**src/rtl/alu_pkg.sv**
```systemverilog
// Shared definitions for the ALU issue controller: opcodes, FSM states and
// instruction field positions.
package alu_pkg;

  localparam int DATA_W = 16;

  localparam logic [3:0] OP_LDI = 4'b0000;
  localparam logic [3:0] OP_INC = 4'b0001;
  localparam logic [3:0] OP_ADD = 4'b0101;
  localparam logic [3:0] OP_SUB = 4'b0110;
  localparam logic [3:0] OP_XOR = 4'b0111;

  localparam int OP_HI  = 15;
  localparam int OP_LO  = 12;
  localparam int RD_HI  = 11;
  localparam int RD_LO  = 10;
  localparam int RS_HI  = 9;
  localparam int RS_LO  = 8;
  localparam int IMM_HI = 7;
  localparam int IMM_LO = 0;

  typedef enum logic [1:0] {
    ST_IDLE = 2'd0,
    ST_EXEC = 2'd1,
    ST_RESP = 2'd2
  } state_e;

  function automatic logic is_alu_op(input logic [3:0] op);
    return (op == OP_INC) || (op == OP_ADD) || (op == OP_SUB) || (op == OP_XOR);
  endfunction

endpackage

```
**src/rtl/alu_regfile4.sv**
```systemverilog
// 4-entry register file: one write port, two operand reads and a debug read,
// all reads combinational; write and reset take effect on the clock edge.
module alu_regfile4
  import alu_pkg::*;
#(
  parameter int W = DATA_W
) (
  input  logic         clk,
  input  logic         rst,
  input  logic         we_i,
  input  logic [1:0]   waddr_i,
  input  logic [W-1:0] wdata_i,
  input  logic [1:0]   ra_addr_i,
  output logic [W-1:0] ra_data_o,
  input  logic [1:0]   rb_addr_i,
  output logic [W-1:0] rb_data_o,
  input  logic [1:0]   dbg_addr_i,
  output logic [W-1:0] dbg_data_o
);

  logic [W-1:0] regs_q [4];

  always_ff @(posedge clk) begin
    if (rst) begin
      for (int i = 0; i < 4; i++) begin
        regs_q[i] <= '0;
      end
    end else if (we_i) begin
      regs_q[waddr_i] <= wdata_i;
    end
  end

  assign ra_data_o  = regs_q[ra_addr_i];
  assign rb_data_o  = regs_q[rb_addr_i];
  assign dbg_data_o = regs_q[dbg_addr_i];

endmodule

```
**src/rtl/alu_issue_ctrl.sv**
```systemverilog
// Issues one instruction at a time to the external ALU, holds its inputs SETTLE
// cycles, writes back and presents the result until res_ready (no overlap).
module alu_issue_ctrl
  import alu_pkg::*;
#(
  parameter int WIDTH  = DATA_W,
  parameter int SETTLE = 1
) (
  input  logic             clk,
  input  logic             rst,
  input  logic             cmd_valid,
  output logic             cmd_ready,
  input  logic [15:0]      cmd_instr,
  output logic [WIDTH-1:0] alu_a,
  output logic [WIDTH-1:0] alu_b,
  output logic [3:0]       alu_op,
  output logic             alu_rst,
  input  logic [WIDTH-1:0] alu_y,
  input  logic             alu_flag,
  output logic             res_valid,
  input  logic             res_ready,
  output logic [1:0]       res_rd,
  output logic [WIDTH-1:0] res_data,
  output logic             res_zero,
  output logic             res_err,
  input  logic [1:0]       dbg_sel,
  output logic [WIDTH-1:0] dbg_data
);

  localparam int CW = (SETTLE > 1) ? $clog2(SETTLE) : 1;

  state_e           state_q, state_d;
  logic [WIDTH-1:0] alu_a_q, alu_a_d, alu_b_q, alu_b_d;
  logic [3:0]       alu_op_q, alu_op_d;
  logic             alu_rst_q, alu_rst_d;
  logic [1:0]       rd_q, rd_d;
  logic [CW-1:0]    cnt_q, cnt_d;
  logic [1:0]       res_rd_q, res_rd_d;
  logic [WIDTH-1:0] res_data_q, res_data_d;
  logic             res_zero_q, res_zero_d;
  logic             res_err_q, res_err_d;

  logic [3:0]       f_op;
  logic [1:0]       f_rd, f_rs;
  logic [7:0]       f_imm;
  logic [WIDTH-1:0] ldi_val, rf_a, rf_b;
  logic             rf_we;
  logic [1:0]       rf_waddr;
  logic [WIDTH-1:0] rf_wdata;

  assign f_op    = cmd_instr[OP_HI:OP_LO];
  assign f_rd    = cmd_instr[RD_HI:RD_LO];
  assign f_rs    = cmd_instr[RS_HI:RS_LO];
  assign f_imm   = cmd_instr[IMM_HI:IMM_LO];
  assign ldi_val = {{(WIDTH-8){1'b0}}, f_imm};

  alu_regfile4 #(.W(WIDTH)) u_rf (
    .clk        (clk),
    .rst        (rst),
    .we_i       (rf_we),
    .waddr_i    (rf_waddr),
    .wdata_i    (rf_wdata),
    .ra_addr_i  (f_rd),
    .ra_data_o  (rf_a),
    .rb_addr_i  (f_rs),
    .rb_data_o  (rf_b),
    .dbg_addr_i (dbg_sel),
    .dbg_data_o (dbg_data)
  );

  always_comb begin
    state_d    = state_q;
    alu_a_d    = alu_a_q;
    alu_b_d    = alu_b_q;
    alu_op_d   = alu_op_q;
    alu_rst_d  = alu_rst_q;
    rd_d       = rd_q;
    cnt_d      = cnt_q;
    res_rd_d   = res_rd_q;
    res_data_d = res_data_q;
    res_zero_d = res_zero_q;
    res_err_d  = res_err_q;
    rf_we      = 1'b0;
    rf_waddr   = rd_q;
    rf_wdata   = alu_y;
    case (state_q)
      ST_IDLE: begin
        if (cmd_valid) begin
          if (is_alu_op(f_op)) begin
            // Operands are latched here, so rd==rs reads the pre-writeback value.
            alu_a_d   = rf_a;
            alu_b_d   = rf_b;
            alu_op_d  = f_op;
            alu_rst_d = 1'b0;
            rd_d      = f_rd;
            cnt_d     = '0;
            state_d   = ST_EXEC;
          end else if (f_op == OP_LDI) begin
            rf_we      = 1'b1;
            rf_waddr   = f_rd;
            rf_wdata   = ldi_val;
            res_rd_d   = f_rd;
            res_data_d = ldi_val;
            res_zero_d = (f_imm == 8'h00);
            res_err_d  = 1'b0;
            state_d    = ST_RESP;
          end else begin
            res_rd_d   = f_rd;
            res_data_d = '0;
            res_zero_d = 1'b0;
            res_err_d  = 1'b1;
            state_d    = ST_RESP;
          end
        end
      end
      ST_EXEC: begin
        cnt_d = cnt_q + CW'(1);
        if (cnt_q == CW'(SETTLE - 1)) begin
          rf_we      = 1'b1;
          res_rd_d   = rd_q;
          res_data_d = alu_y;
          res_zero_d = alu_flag;
          res_err_d  = 1'b0;
          alu_rst_d  = 1'b1;
          state_d    = ST_RESP;
        end
      end
      ST_RESP: begin
        if (res_ready) begin
          state_d = ST_IDLE;
        end
      end
      default: state_d = ST_IDLE;
    endcase
  end

  always_ff @(posedge clk) begin
    if (rst) begin
      state_q    <= ST_IDLE;
      alu_a_q    <= '0;
      alu_b_q    <= '0;
      alu_op_q   <= '0;
      alu_rst_q  <= 1'b1;
      rd_q       <= '0;
      cnt_q      <= '0;
      res_rd_q   <= '0;
      res_data_q <= '0;
      res_zero_q <= 1'b0;
      res_err_q  <= 1'b0;
    end else begin
      state_q    <= state_d;
      alu_a_q    <= alu_a_d;
      alu_b_q    <= alu_b_d;
      alu_op_q   <= alu_op_d;
      alu_rst_q  <= alu_rst_d;
      rd_q       <= rd_d;
      cnt_q      <= cnt_d;
      res_rd_q   <= res_rd_d;
      res_data_q <= res_data_d;
      res_zero_q <= res_zero_d;
      res_err_q  <= res_err_d;
    end
  end

  assign cmd_ready = (state_q == ST_IDLE) && !rst;
  assign res_valid = (state_q == ST_RESP);
  assign alu_a     = alu_a_q;
  assign alu_b     = alu_b_q;
  assign alu_op    = alu_op_q;
  assign alu_rst   = alu_rst_q;
  assign res_rd    = res_rd_q;
  assign res_data  = res_data_q;
  assign res_zero  = res_zero_q;
  assign res_err   = res_err_q;

endmodule

```
**config.mk**
```make
export PLATFORM = sky130hd
export DESIGN_NAME = alu_issue_ctrl
export DESIGN_NICKNAME = d
export VERILOG_FILES = /design/src/rtl/alu_pkg.sv /design/src/rtl/alu_regfile4.sv /design/src/rtl/alu_issue_ctrl.sv
export SDC_FILE = /design/constraint.sdc
export NUM_CORES = 1
export LEC_CHECK = 0
export BUFFER_PORTS_ARGS = -buffer_cell sky130_fd_sc_hd__buf_2
export CAP_MARGIN = 40
export CORE_MARGIN = 2
export CORE_UTILIZATION = 55
export CTS_CLUSTER_SIZE = 20
export DETAILED_ROUTE_END_ITERATION = 10
export PLACE_DENSITY = 0.79
export REMOVE_ABC_BUFFERS = 1
export SLEW_MARGIN = 20
export SYNTH_ARGS = -nofsm -noshare
export SYNTH_HDL_FRONTEND = slang
export SYNTH_SLANG_ARGS = --single-unit
```
**constraint.sdc**
```tcl
create_clock -name clk -period 5.87 [get_ports clk]
set_input_delay 0.587 -clock clk [delete_from_list [all_inputs] [get_ports clk]]
set_output_delay 0.587 -clock clk [all_outputs]
set_load 0.05 [all_outputs]
```
# ---- Word level (Yosys, flattened, before mapping)
# Memories as Yosys holds them, arrays and structs flattened. A register that Yosys moved wholly into a read port is not among the register bits.
# Cells that the tools add are included.
dict set report word_totals {
  mem_count 1
  input_bits 39
  ram_bits 64
  reg_bits 30
}
# name words word_bits rd rd_clocked_by_memory_dff write_ports line
set mem_list {}
lappend mem_list {u_rf.regs_q 4 16 3 2 4 alu_regfile4.sv:21} ;# logic [W-1:0] regs_q [4];
dict set report op_classes {
  n_reduce_logical 15
  mux 50
  n_eq_ne 11
  add_sub_neg 1
}
# cell count
set op_table {}
lappend op_table {{16-bit two-way mux} 8}
lappend op_table {{16-bit one-hot mux with 2 select lines} 1}
lappend op_table {{2-bit two-way mux} 12}
lappend op_table {{1-bit two-way mux} 21}
lappend op_table {{16-bit OR reduction} 1}
lappend op_table {{4-bit by 3-bit == test with 1-bit output (second input constant)} 3}
lappend op_table {{1-bit one-hot mux with 2 select lines} 5}
lappend op_table {{3-bit AND reduction} 3}
lappend op_table {{8-bit zero test} 1}
lappend op_table {{8-bit two-way mux} 1}
lappend op_table {{2-bit != test (second input constant)} 4}
lappend op_table {{4-bit AND reduction} 2}
lappend op_table {{2-bit one-hot mux with 3 select lines} 1}
lappend op_table {{4-bit by 1-bit == test with 1-bit output (second input constant)} 1}
lappend op_table {{4-bit zero test} 1}
lappend op_table {{2-bit one-hot mux with 2 select lines} 1}
lappend op_table {{1-bit logical OR} 3}
lappend op_table {{2-bit by 1-bit == test with 1-bit output (second input constant)} 1}
lappend op_table {{2-bit == test (second input constant)} 1}
lappend op_table {{2-bit zero test} 1}
lappend op_table {{2-bit by 1-bit != test with 1-bit output (second input constant)} 1}
lappend op_table {{2-bit nonzero test} 1}
lappend op_table {{1-bit adder (second input constant)} 1}
lappend op_table {{1-bit logical AND} 1}
lappend op_table {{1-bit zero test} 1}

# ---- Longest topological paths before layout
# Gate-level depths: netlist (run 1).
dict set report depth {
  depth_word 12
  depth_mapped 7
  ltp_nobuf 4
}

# ---- Cells and area by module
# From an unflattened synthesis (run 1), not the netlist that was laid out.
dict set report hier_totals {
  cells_unflattened 506
  area_unflattened_um2 6253.5
}
# module seq_area_each_um2 n_inst area_per_inst_um2 cells_per_inst
set by_module_without_submodules {}
lappend by_module_without_submodules {alu_regfile4 1921.8 1 3622.2 202}
lappend by_module_without_submodules {alu_issue_ctrl 1241.2 1 2631.3 304}

# ---- Worst setup path after synthesis (run 1)
# No wires, ideal clock.
dict set report synth_path {
  kind {in2out}
  startpoint {in rst}
  endpoint {out cmd_ready}
  n_path_buf 3
  arrival_ns 2.229
  t_required_ns 5.283
  path_slack_ns 3.054
  stages 4
  path_cell_list {clkbuf_1 -> clkbuf_1 -> buf_1 -> nor3_1}
}
dict set report synth_via {
  elab_chain_len 2
}
# item line
set synth_rtl {}
lappend synth_rtl {{start, declared} alu_issue_ctrl.sv:10} ;# input logic rst,
lappend synth_rtl {{1-bit zero test} alu_issue_ctrl.sv:165} ;# assign cmd_ready = (state_q == ST_IDLE) && !rst;
lappend synth_rtl {{1-bit logical AND} alu_issue_ctrl.sv:165}
lappend synth_rtl {{end, declared} alu_issue_ctrl.sv:12} ;# output logic cmd_ready,
# Every way passes these cells.

==> summary.txt, run 1 <==
Outcome
  – Outcome: complete, no violations

Setup path
  – Crit path launch type: flop
  – Worst Path Arrival: 3.15 ns
  – Critical Path Sink Type: flop
  – Critical path type: flop to flop
  – CP required: 6.01 ns
  – Max FO, Critical Path: 16
  – Setup slack, reg-to-reg: 2.86 ns

Global route
  – Largest net degree at the start of global routing: 47
  – Initial antenna violation count: 0
  – Total grt overflow: 0
  – Vias in the first global route: 4504
  – Global-route wire length before repair: 23.6 mm
  – GR Util All Layers: 0.269

Synthesis
  – Ys async rst share: 0
  – Post-synth EDFFs: 64
  – Seq/Total Area, Yosys: 0.531
  – Post-Syn Instances: 517
  – Ys Warns: 0
  – Ys flop type: edfxtp_1
  – Post-Syn Area: 5960 um^2
  – Syn Area/Cell: 11.5 um^2
  – Synth unique cells: 38
  – #FFs+latches synth: 126

Layout
  – Layout net count: 660
  – # diodes: 0
  – Non-Filler Instances: 774
  – Synth-to-Final Area Change: 21.1%
  – Final Cell Area: 7220 um^2
  – Layout cell share with drive strength beyond 1: 0.328
  – Fin util: 0.675
  – Fill cells: 784

Clocking
  – CTS tree: yes
  – CTS H-tree lvls: 4
  – CTS clk-pin slew, worst paths: 0.06 ns
  – Sink Count: 126
  – Cts hold-fix bufs: 0
  – Worst-Skew Late Latency: 0.53 ns
  – Post-CTS Resized: 0
  – Clock root cell: clkbuf_8
  – Post-CTS Setup Bufs: 0
  – Num CTS Buffers: 17
  – Clock tree buffer depth: 2

Drt
  – Met3 wire length: 1.04 mm
  – Met2 Routed Length: 8.00 mm
  – Detailed-route via count: 4719
  – Vias per inst: 6.10
  – Drt total wl: 15.2 mm
  – Top Metal Used: met4
  – Starting DRC count in detailed routing: 365
  – ANT nets after route: 0
  – Iteration count of the initial detailed-routing pass: 6
  – DRC: 0
  – WL per Instance: 19.6 um
  – Routed met1 length: 5.81 mm

Timing
  – Relative slew margins: 0.408
  – Max Slew Vio Count: 0
  – Worst-margin pin slew: 0.886 ns
  – F_max: 332 MHz
  – Final setup viols: 0
  – Final min period: 3.01 ns
  – Clock Skew: 0.0168 ns
  – RSZ-0062 raised after global routing: false
  – Setup_tns: 0 ns
  – Final Hold Fails: 0
  – Tcrit/Tclk final: 0.512

Pwr
  – Peak VDD IR: 0.000263 V
  – Pleak: 2.83 nW
  – Power per cell area: 325 nW/um^2
  – Total power: 2.35 mW

Die
  – Die span in x: 108 um
  – Starting density of the core: 0.557
  – CORE AREA: 10700 um^2
  – I/O pin total: 114
  – Die height: 108 um
  – FP Rows: 38
  – Die ar.: 11700 um^2

Placed design
  – Placed Instances: 737
  – Hpwl dp: 10.2 mm
  – Number of port buffers: 113
  – Dpl cell area: 6570 um^2
  – Routability congestion estimate: 0.848

Worst hold path
  – Hold Path Class: primary input to flop

Run
  – Max Cap Viol: 0
[synth_stat cells, types with 6 or more instances]
library cell,instances,area [um^2]
nand2_1,98,368
edfxtp_1,64,1920
dfxtp_1,62,1240
a21oi_1,48,240
mux4_2,48,1080
nor2_1,47,176
and2_1,25,156
nand3_1,18,90.1
buf_2,17,85.1
clkbuf_1,17,63.8
inv_1,12,45.0
a311oi_1,10,87.6
a211o_1,8,70.1
nand2b_1,6,37.5
[layer usage]
layer	global-route usage	up-vias
li1	-	2099
met1	0.325	2353
met2	0.464	231
met3	0.0657	36
met4	0.112	0
met5	0	-
[worst max-delay path, stage by stage, from the launching register on]
cell	delay (ns)
dfxtp_1	0.49
or3b_4	0.47
nor4b_2	0.54
a31oi_1	0.25
buf_4	0.27
nand2b_1	0.61
[kinds of logic (layout without fill, tap and decap cells)]
logic type / Yosys count / in the layout / synth area share
AND/OR/NAND/NOR: 212 / 212 / 0.165
buffers and inverters: 52 / 169 / 0.0388
AO/OA/AOI/OAI: 77 / 77 / 0.0810
multiplexers: 50 / 50 / 0.185
flip-flops: 126 / 126 / 0.531
[registers in the layout, summed over array words and instances (netlist names)]
register / cells
alu_a: 16
alu_b: 16
alu_op: 4
alu_rst: 1
cnt_q: 1
rd_q: 2
res_data: 16
res_err: 1
res_rd: 2
res_zero: 1
state_q: 2
u_rf.regs_q: 64
[worst paths after layout]
kind / from / end / cells after the start
max: state_q[0] / u_rf.regs_q[2][7] / 5
min: cmd_instr[12] / alu_op[0] / 3
max reg2reg: state_q[0] / u_rf.regs_q[2][7] / 5
min reg2reg: alu_a[5] / alu_a[5] / 2
[cell type report]
class	count	area, um^2	area share
well taps	140	175	0.0243
inverters	12	45.0	0.00624
flip-flops and latches	126	3160	0.438
clock buffers	26	489	0.0678
repair buffers	125	673	0.0933
multi-input cells	339	2570	0.356
clock inverters	6	105	0.0146
[per-stage QoR]
stage / setup slack [ns] / hold slack (ns)
CTS: 2.74 / 0.324
global placement: 2.56 / 0.439
global route: 2.64 / 0.346
detailed placement: 2.38 / 0.444
floorplan: 3.33 / 0.482
finish: 2.86 / 0.351
[cell usage in the layout, fill, tap and decap left out, drive strengths merged, types with 2 or more instances in the layout]
cell type / count
nor2: 47
nor4b: 2
a31oi: 3
a311oi: 10
inv: 12
nand3: 18
nor2b: 2
nor4: 4
a22oi: 2
clkbuf: 27
mux4: 48
a32oi: 2
a211o: 8
and2: 25
nor3: 3
edfxtp: 64
clkinv: 3
dfxtp: 62
a21oi: 48
or3b: 2
bufinv: 3
buf: 124
nand2: 98
nand2b: 6
[power breakdown]
part | internal (mW) | leakage (nW) | switching (mW)
combinational | 0.0983 | 1.37 | 0.208
sequential | 0.960 | 1.17 | 0.0265
clock | 0.693 | 0.292 | 0.362
total | 1.75 | 2.83 | 0.596
Note: power is estimated with default switching activity, not from simulation.
==> run 2, diff against run 1 <==
--- a/config.mk
+++ b/config.mk
@@ -5,13 +5,14 @@
 export SDC_FILE = /design/constraint.sdc
 export NUM_CORES = 1
 export LEC_CHECK = 0
+export ABC_AREA = 1
 export BUFFER_PORTS_ARGS = -buffer_cell sky130_fd_sc_hd__buf_2
 export CAP_MARGIN = 40
 export CORE_MARGIN = 2
-export CORE_UTILIZATION = 55
+export CORE_UTILIZATION = 51
 export CTS_CLUSTER_SIZE = 20
 export DETAILED_ROUTE_END_ITERATION = 10
-export PLACE_DENSITY = 0.79
+export PLACE_DENSITY = 0.77
 export REMOVE_ABC_BUFFERS = 1
 export SLEW_MARGIN = 20
 export SYNTH_ARGS = -nofsm -noshare
==> constraint.sdc (replaced) <==
create_clock -name clk -period 2.5 [get_ports clk]
set_input_delay 0.25 -clock clk [delete_from_list [all_inputs] [get_ports clk]]
set_output_delay 0.25 -clock clk [all_outputs]
set_load 0.05 [all_outputs]
==> run 2 against run 1 <==
Cell area rose by 7.1%; die area rose by 16%; critical path depth rose by 3; worst hold slack got worse by 0.27 ns; critical endpoint is now u_rf.regs_q[2][10]; combinational power rose to 3.2 times the previous value; clock skew fell by 0.0082 ns.
==> summary.txt, run 2 <==
Outcome
  – Outcome: complete, no violations (unchanged)

Global route
  – GR Util All Layers: 0.262 (was 0.269)
  – Initial antenna violation count: 0 (unchanged)
  – Largest net degree at the start of global routing: 67 (was 47)
  – Vias in the first global route: 5429 (was 4504)
  – Total grt overflow: 0 (unchanged)
  – Global-route wire length before repair: 26.9 mm (was 23.6 mm)

Synthesis
  – Ys Warns: 0 (unchanged)
  – Post-synth EDFFs: 64 (unchanged)
  – Post-synthesis mux area share: 0 (was 0.185)
  – Synth Area in Adders: 0 (unchanged)
  – Post-Syn Area: 6450 um^2 (was 5960 um^2)
  – Ys async rst share: 0 (unchanged)
  – Post-Syn Instances: 851 (was 517)
  – Synth area leaders: edfxtp_1, dfxtp_1, a21oi_1 (was edfxtp_1, dfxtp_1, mux4_2)
  – Synth top area share: 0.298 (was 0.322)
  – Seq/Total Area, Yosys: 0.490 (was 0.531)
  – Synth unique cells: 23 (was 38)
  – Syn Area/Cell: 7.58 um^2 (was 11.5 um^2)
  – Area leader, netlist: edfxtp_1 (unchanged)
  – Post-synthesis simple-gate area fraction: 0.174 (was 0.165)
  – Synth top cells by count: nand2_1, a21oi_1, inv_1, o21ai_0, nor2_1 (was nand2_1, edfxtp_1, dfxtp_1, a21oi_1, mux4_2)
  – Main combinational cell family by area after synthesis: compound AO/OA/AOI/OAI gates (was multiplexers)
  – Xor/xnor share of the synthesized area: 0 (unchanged)
  – Top-count cell post-synth: nand2_1 (unchanged)
  – Ys flop type: edfxtp_1 (unchanged)
  – #FFs+latches synth: 126 (unchanged)
  – Area fraction in compound gates after synthesis: 0.230 (was 0.0810)

Clocking
  – Clock tree buffer depth: 2 (unchanged)
  – Clock root cell: clkbuf_16 (was clkbuf_8)
  – Num CTS Buffers: 17 (unchanged)
  – CTS H-tree lvls: 4 (unchanged)
  – Post-CTS Setup Bufs: 0 (unchanged)
  – Sink Count: 126 (unchanged)
  – Cts hold-fix bufs: 0 (unchanged)
  – Worst-Skew Late Latency: 0.42 ns (was 0.53 ns)
  – CTS clk-pin slew, worst paths: 0.05 ns (was 0.06 ns)
  – Post-CTS Resized: 0 (unchanged)
  – CTS tree: yes (unchanged)

Setup path
  – Crit path launch type: flop (unchanged)
  – Max FO, Critical Path: 8 (was 16)
  – CP peak stage delay: 0.39 ns (was 0.61 ns)
  – CP most frequent cell: nand2_2
  – Critical path type: flop to flop (unchanged)
  – CP max-delay cell: a21oi_2 (was nand2b_1)
  – Reg2reg path depth: 8 (was 5)
  – CP required: 2.62 ns (was 6.01 ns)
  – CP cell instances: nor2_2 -> nand2_2 -> inv_1 -> nand2_2 -> a21oi_2 -> nand4_2 -> nand2_1 -> buf_4 (was or3b_4 -> nor4b_2 -> a31oi_1 -> buf_4 -> nand2b_1)
  – Largest delay share family, worst path: simple AND/OR/NAND/NOR gates (unchanged)
  – Worst path depth: 8 (was 5)
  – Worst Path Arrival: 2.27 ns (was 3.15 ns)
  – Critical Path Sink Type: flop (unchanged)
  – Bufs and invs on worst path: 2 (was 1)

Placed design
  – Placed Instances: 1102 (was 737)
  – Number of port buffers: 113 (unchanged)
  – Routability congestion estimate: 0.883 (was 0.848)
  – Hpwl dp: 11.7 mm (was 10.2 mm)
  – Dpl cell area: 7220 um^2 (was 6570 um^2)

Die
  – Die height: 116 um (was 108 um)
  – Die span in x: 116 um (was 108 um)
  – CORE AREA: 12500 um^2 (was 10700 um^2)
  – I/O pin total: 114 (unchanged)
  – FP Rows: 41 (was 38)
  – Starting density of the core: 0.518 (was 0.557)
  – Die ar.: 13600 um^2 (was 11700 um^2)

Drt
  – DRC: 0 (unchanged)
  – Detailed-route via count: 6077 (was 4719)
  – Vias per inst: 5.36 (was 6.10)
  – WL per Instance: 14.9 um (was 19.6 um)
  – ANT nets after route: 0 (unchanged)
  – Starting DRC count in detailed routing: 614 (was 365)
  – Iteration count of the initial detailed-routing pass: 6 (unchanged)
  – Drt total wl: 16.9 mm (was 15.2 mm)

Timing
  – Final setup viols: 0 (unchanged)
  – Max Slew Vio Count: 0 (unchanged)
  – RSZ-0062 raised after global routing: false (unchanged)
  – Setup_tns: 0 ns (unchanged)
  – F_max: 466 MHz (was 332 MHz)
  – Final Hold Fails: 0 (unchanged)
  – Worst-margin pin slew: 0.718 ns (was 0.886 ns)
  – Relative slew margins: 0.521 (was 0.408)
  – Tcrit/Tclk final: 0.858 (was 0.512)
  – Clock Skew: 0.00856 ns (was 0.0168 ns)
  – Final min period: 2.15 ns (was 3.01 ns)

Worst hold path
  – Hold Path Class: primary input to flop (unchanged)
  – Hold depth: 4 (was 3)

Layout
  – Fill cells: 1174 (was 784)
  – Fin util: 0.620 (was 0.675)
  – Synth-to-Final Area Change: 19.8% (was 21.1%)
  – Non-Filler Instances: 1134 (was 774)
  – Layout cell share with drive strength beyond 1: 0.194 (was 0.328)
  – Most frequent cells in the layout: nand2_1, a21oi_1, inv_1, buf_2, o21ai_0 (was buf_2, nand2_1, edfxtp_1, dfxtp_1)
  – # diodes: 0 (unchanged)
  – Seq. cell area: 3160 um^2 (unchanged)
  – Most common cell after layout, fill and taps aside: nand2_1 (was buf_2)
  – Final Cell Area: 7730 um^2 (was 7220 um^2)
  – Max reg flops: 64 (unchanged)
  – Multi-input logic area: 2610 um^2 (was 2570 um^2)
  – Largest register by flop count: u_rf.regs_q (unchanged)
  – Layout net count: 988 (was 660)

Run
  – Max Cap Viol: 0 (unchanged)

Pwr
  – Peak VDD IR: 0.000361 V (was 0.000263 V)
  – Power per cell area: 706 nW/um^2 (was 325 nW/um^2)
  – Total power: 5.46 mW (was 2.35 mW)
  – Pleak: 3.50 nW (was 2.83 nW)
-- run 2: cell types whose count changed after synthesis, moves of 47 or more --
cell / change
a21oi_1: +89
mux4_2: -48
inv_1: +102
o21ai_0: +107
nand2_1: +47
-- run 2: area by class of cell --
cell class / count / share of cell area
multi-input cells: 549 / 0.337
inverters: 115 / 0.0559
clock inverters: 8 / 0.00599
clock buffers: 24 / 0.0597
flip-flops and latches: 126 / 0.409
repair buffers: 140 / 0.104
well taps: 172 / 0.0278
-- run 2: worst min-delay path: stages --
cell     delay (ns)
buf_2          0.07
inv_1          0.03
nand2_1        0.05
a21oi_1        0.05
-- run 2: power by group --
part	internal [mW]	switching, mW	total, mW
sequential	2.29	0.0653	2.36
combinational	0.249	0.724	0.973
clock	1.28	0.851	2.13
total	3.82	1.64	5.46
-- run 2: cells by family (layout without fill, tap and decap cells) --
family | Yosys count | count (layout)
AO/OA/AOI/OAI | 279 | 279
buffers and inverters | 176 | 287
flip-flops | 126 | 126
AND/OR/NAND/NOR | 270 | 270
-- run 2: worst paths after layout --
check | slack (ns) | end | start
worst min-delay path | 0.08 | state_q[1] | res_ready
worst min register to register | 0.44 | alu_a[0] | alu_a[0]
worst max register to register | 0.35 | u_rf.regs_q[2][10] | state_q[1]
worst max-delay path | 0.35 | u_rf.regs_q[2][10] | state_q[1]
-- run 2: per-stage QoR --
step | hold WS [ns] | setup WS [ns]
3_5_place_dp | 0.433 | 0.380
2_1_floorplan | 0.319 | -0.178
5_1_grt | 0.114 | 0.204
4_1_cts | 0.0698 | 0.367
3_3_place_gp | 0.430 | 0.477
6_report | 0.0827 | 0.354
-- run 2: per-layer routing --
metal / wire length, um / up-vias / GRT usage
li1: - / 3013 / -
met1: 7280 / 2787 / 0.340
met2: 8090 / 246 / 0.426
met3: 1220 / 31 / 0.0597
met4: 333 / 0 / 0.106
met5: 0 / - / 0
==> run 3, diff against run 2 <==
--- a/config.mk
+++ b/config.mk
@@ -5,16 +5,15 @@
 export SDC_FILE = /design/constraint.sdc
 export NUM_CORES = 1
 export LEC_CHECK = 0
-export ABC_AREA = 1
 export BUFFER_PORTS_ARGS = -buffer_cell sky130_fd_sc_hd__buf_2
-export CAP_MARGIN = 40
 export CORE_MARGIN = 2
-export CORE_UTILIZATION = 51
+export CORE_UTILIZATION = 50
 export CTS_CLUSTER_SIZE = 20
 export DETAILED_ROUTE_END_ITERATION = 10
-export PLACE_DENSITY = 0.77
+export PLACE_DENSITY = 0.76
 export REMOVE_ABC_BUFFERS = 1
 export SLEW_MARGIN = 20
 export SYNTH_ARGS = -nofsm -noshare
 export SYNTH_HDL_FRONTEND = slang
 export SYNTH_SLANG_ARGS = --single-unit
+export TNS_END_PERCENT = 1
==> run 3 against run 2 <==
Clock skew shrank 0.0031 ns; non-clock buffer count is 3 lower; the flow now finishes with violations (DRC); via count shrank 21%; sequential power shrank 2%; critical endpoint is now u_rf.regs_q[0][1]; highest routed layer unchanged; final cell count shrank 31%; largest power group is now clock; worst hold slack improved by 0.021 ns.
==> summary.txt, run 3 (synthesis gave the netlist of run 1 again) <==
Outcome
  – Outcome: complete, but fails checks (was complete, no violations)
  – Failing checks: DRC

Setup path
  – Critical path type: flop to flop (unchanged)
  – CP required: 2.76 ns (was 2.62 ns)
  – Worst Path Arrival: 2.45 ns (was 2.27 ns)
  – Critical Path Sink Type: flop (unchanged)
  – Max FO, Critical Path: 18 (was 8)
  – Crit path launch type: flop (unchanged)

Timing
  – Final min period: 2.19 ns (was 2.15 ns)
  – Max Slew Vio Count: 0 (unchanged)
  – Final setup margin: 0.311 ns (was 0.354 ns)
  – Setup_tns: 0 ns (unchanged)
  – RSZ-0062 raised after global routing: false (unchanged)
  – Worst-margin pin slew: 0.847 ns (was 0.718 ns)
  – Tcrit/Tclk final: 0.876 (was 0.858)
  – F_max: 457 MHz (was 466 MHz)
  – Clock Skew: 0.00549 ns (was 0.00856 ns)
  – Final setup viols: 0 (unchanged)
  – Final Hold Fails: 0 (unchanged)
  – Relative slew margins: 0.435 (was 0.521)

Drt
  – DRC: 7 (was 0)
  – WL per Instance: 20.1 um (was 14.9 um)
  – Iteration count of the initial detailed-routing pass: 9 (was 6)
  – Detailed-route via count: 4789 (was 6077)
  – ANT nets after route: 0 (unchanged)
  – Drt total wl: 15.8 mm (was 16.9 mm)
  – Vias per inst: 6.08 (was 5.36)
  – Starting DRC count in detailed routing: 485 (was 614)

Layout
  – Layout cell share with drive strength beyond 1: 0.343 (was 0.194)
  – Fin util: 0.632 (was 0.620)
  – Most common cell after layout, fill and taps aside: buf_2 (was nand2_1)
  – Synth-to-Final Area Change: 22.1% (was 19.8%)
  – Most frequent cells in the layout: buf_2, nand2_1, edfxtp_1, dfxtp_1 (was nand2_1, a21oi_1, inv_1, buf_2, o21ai_0)
  – Non-Filler Instances: 788 (was 1134)
  – Final Cell Area: 7280 um^2 (was 7730 um^2)
  – Largest register by flop count: u_rf.regs_q (unchanged)
  – Max reg flops: 64 (unchanged)
  – # diodes: 0 (unchanged)
  – Layout net count: 672 (was 988)

Placed design
  – Routability congestion estimate: 0.820 (was 0.883)
  – Number of port buffers: 113 (unchanged)
  – Placed Instances: 757 (was 1102)
  – Dpl cell area: 6710 um^2 (was 7220 um^2)
  – Hpwl dp: 10.7 mm (was 11.7 mm)
  – Pre-CTS setup slack: 0.367 ns (was 0.380 ns)

Die
  – Die ar.: 12800 um^2 (was 13600 um^2)
  – FP Rows: 39 (was 41)
  – Die span in x: 113 um (was 116 um)
  – I/O pin total: 114 (unchanged)
  – CORE AREA: 11500 um^2 (was 12500 um^2)
  – Die height: 113 um (was 116 um)
  – Starting density of the core: 0.518 (about the same)

Clocking
  – Post-CTS Setup Bufs: 0 (unchanged)
  – Clock root cell: clkbuf_16 (unchanged)
  – Post-CTS Resized: 0 (unchanged)
  – Num CTS Buffers: 17 (unchanged)
  – CTS tree: yes (unchanged)
  – Cts hold-fix bufs: 0 (unchanged)
  – CTS clk-pin slew, worst paths: 0.05 ns (about the same)
  – CTS H-tree lvls: 4 (unchanged)
  – Clock tree buffer depth: 2 (unchanged)
  – Sink Count: 126 (unchanged)
  – Worst-Skew Late Latency: 0.42 ns (about the same)

Run
  – Max Cap Viol: 0 (unchanged)

Pwr
  – Power per cell area: 745 nW/um^2 (was 706 nW/um^2)
  – Pleak: 2.88 nW (was 3.50 nW)
  – Peak VDD IR: 0.000401 V (was 0.000361 V)

Global route
  – GR Util All Layers: 0.257 (was 0.262)
  – Initial antenna violation count: 0 (unchanged)
  – Largest net degree at the start of global routing: 36 (was 67)
  – Total grt overflow: 0 (unchanged)
  – Global-route wire length before repair: 24.8 mm (was 26.9 mm)
  – Vias in the first global route: 4766 (was 5429)

Worst hold path
  – Hold Path Class: primary input to flop (unchanged)
## run 3: changes by cell type in the layout (fill, tap and decap cells not counted), moves of 8 or more
cell,change
o211ai_1,-32
mux4_2,+48
and2_1,+25
inv_1,-102
nand2_1,-47
a211o_1,+8
nor2_2,-11
a21oi_1,-89
a311oi_1,+10
o21ai_0,-107
nor2_1,-33
## run 3: metal layers
| metal | global-route usage | share of wire |
|---|---|---|
| met1 | 0.300 | 0.37 |
| met2 | 0.442 | 0.52 |
| met3 | 0.0621 | 0.077 |
| met4 | 0.129 | 0.035 |
| met5 | 0 | 0 |
## run 3: cell type report
class	instances	area [um^2]
multi-input combinational	339	2570
fill	885	4230
timing repair buffer	137	758
sequential	126	3160
clock inverter	7	87.6
clock buffer	24	482
inverter	12	45.0
tap	143	179
## run 3: critical path: stages (launching register included)
cell     delay, ns
dfxtp_1       0.49
or3b_4        0.47
a22o_1        0.52
a211o_1       0.40
nor2_1        0.16
## run 3: worst paths after layout
| kind | end | from | depth (start not counted) | slack, ns |
|---|---|---|---|---|
| min | alu_op[2] | cmd_instr[14] | 3 | 0.10 |
| max | u_rf.regs_q[0][1] | state_q[0] | 4 | 0.31 |
| max reg2reg | u_rf.regs_q[0][1] | state_q[0] | 4 | 0.31 |
| min reg2reg | alu_a[15] | alu_a[15] | 2 | 0.45 |
## run 3: power breakdown
part | internal, mW | total (mW) | switching, mW | leakage, nW
logic | 0.241 | 0.739 | 0.498 | 1.43
clock network | 1.53 | 2.37 | 0.837 | 0.280
registers | 2.26 | 2.32 | 0.0629 | 1.17
## run 3: stage by stage
stage	total power, mW	hold slack, ns
finish	5.43	0.104
global placement	3.07	0.438
global route	5.59	0.116
floorplan	2.82	0.319
CTS	5.45	0.0939
detailed placement	3.09	0.444
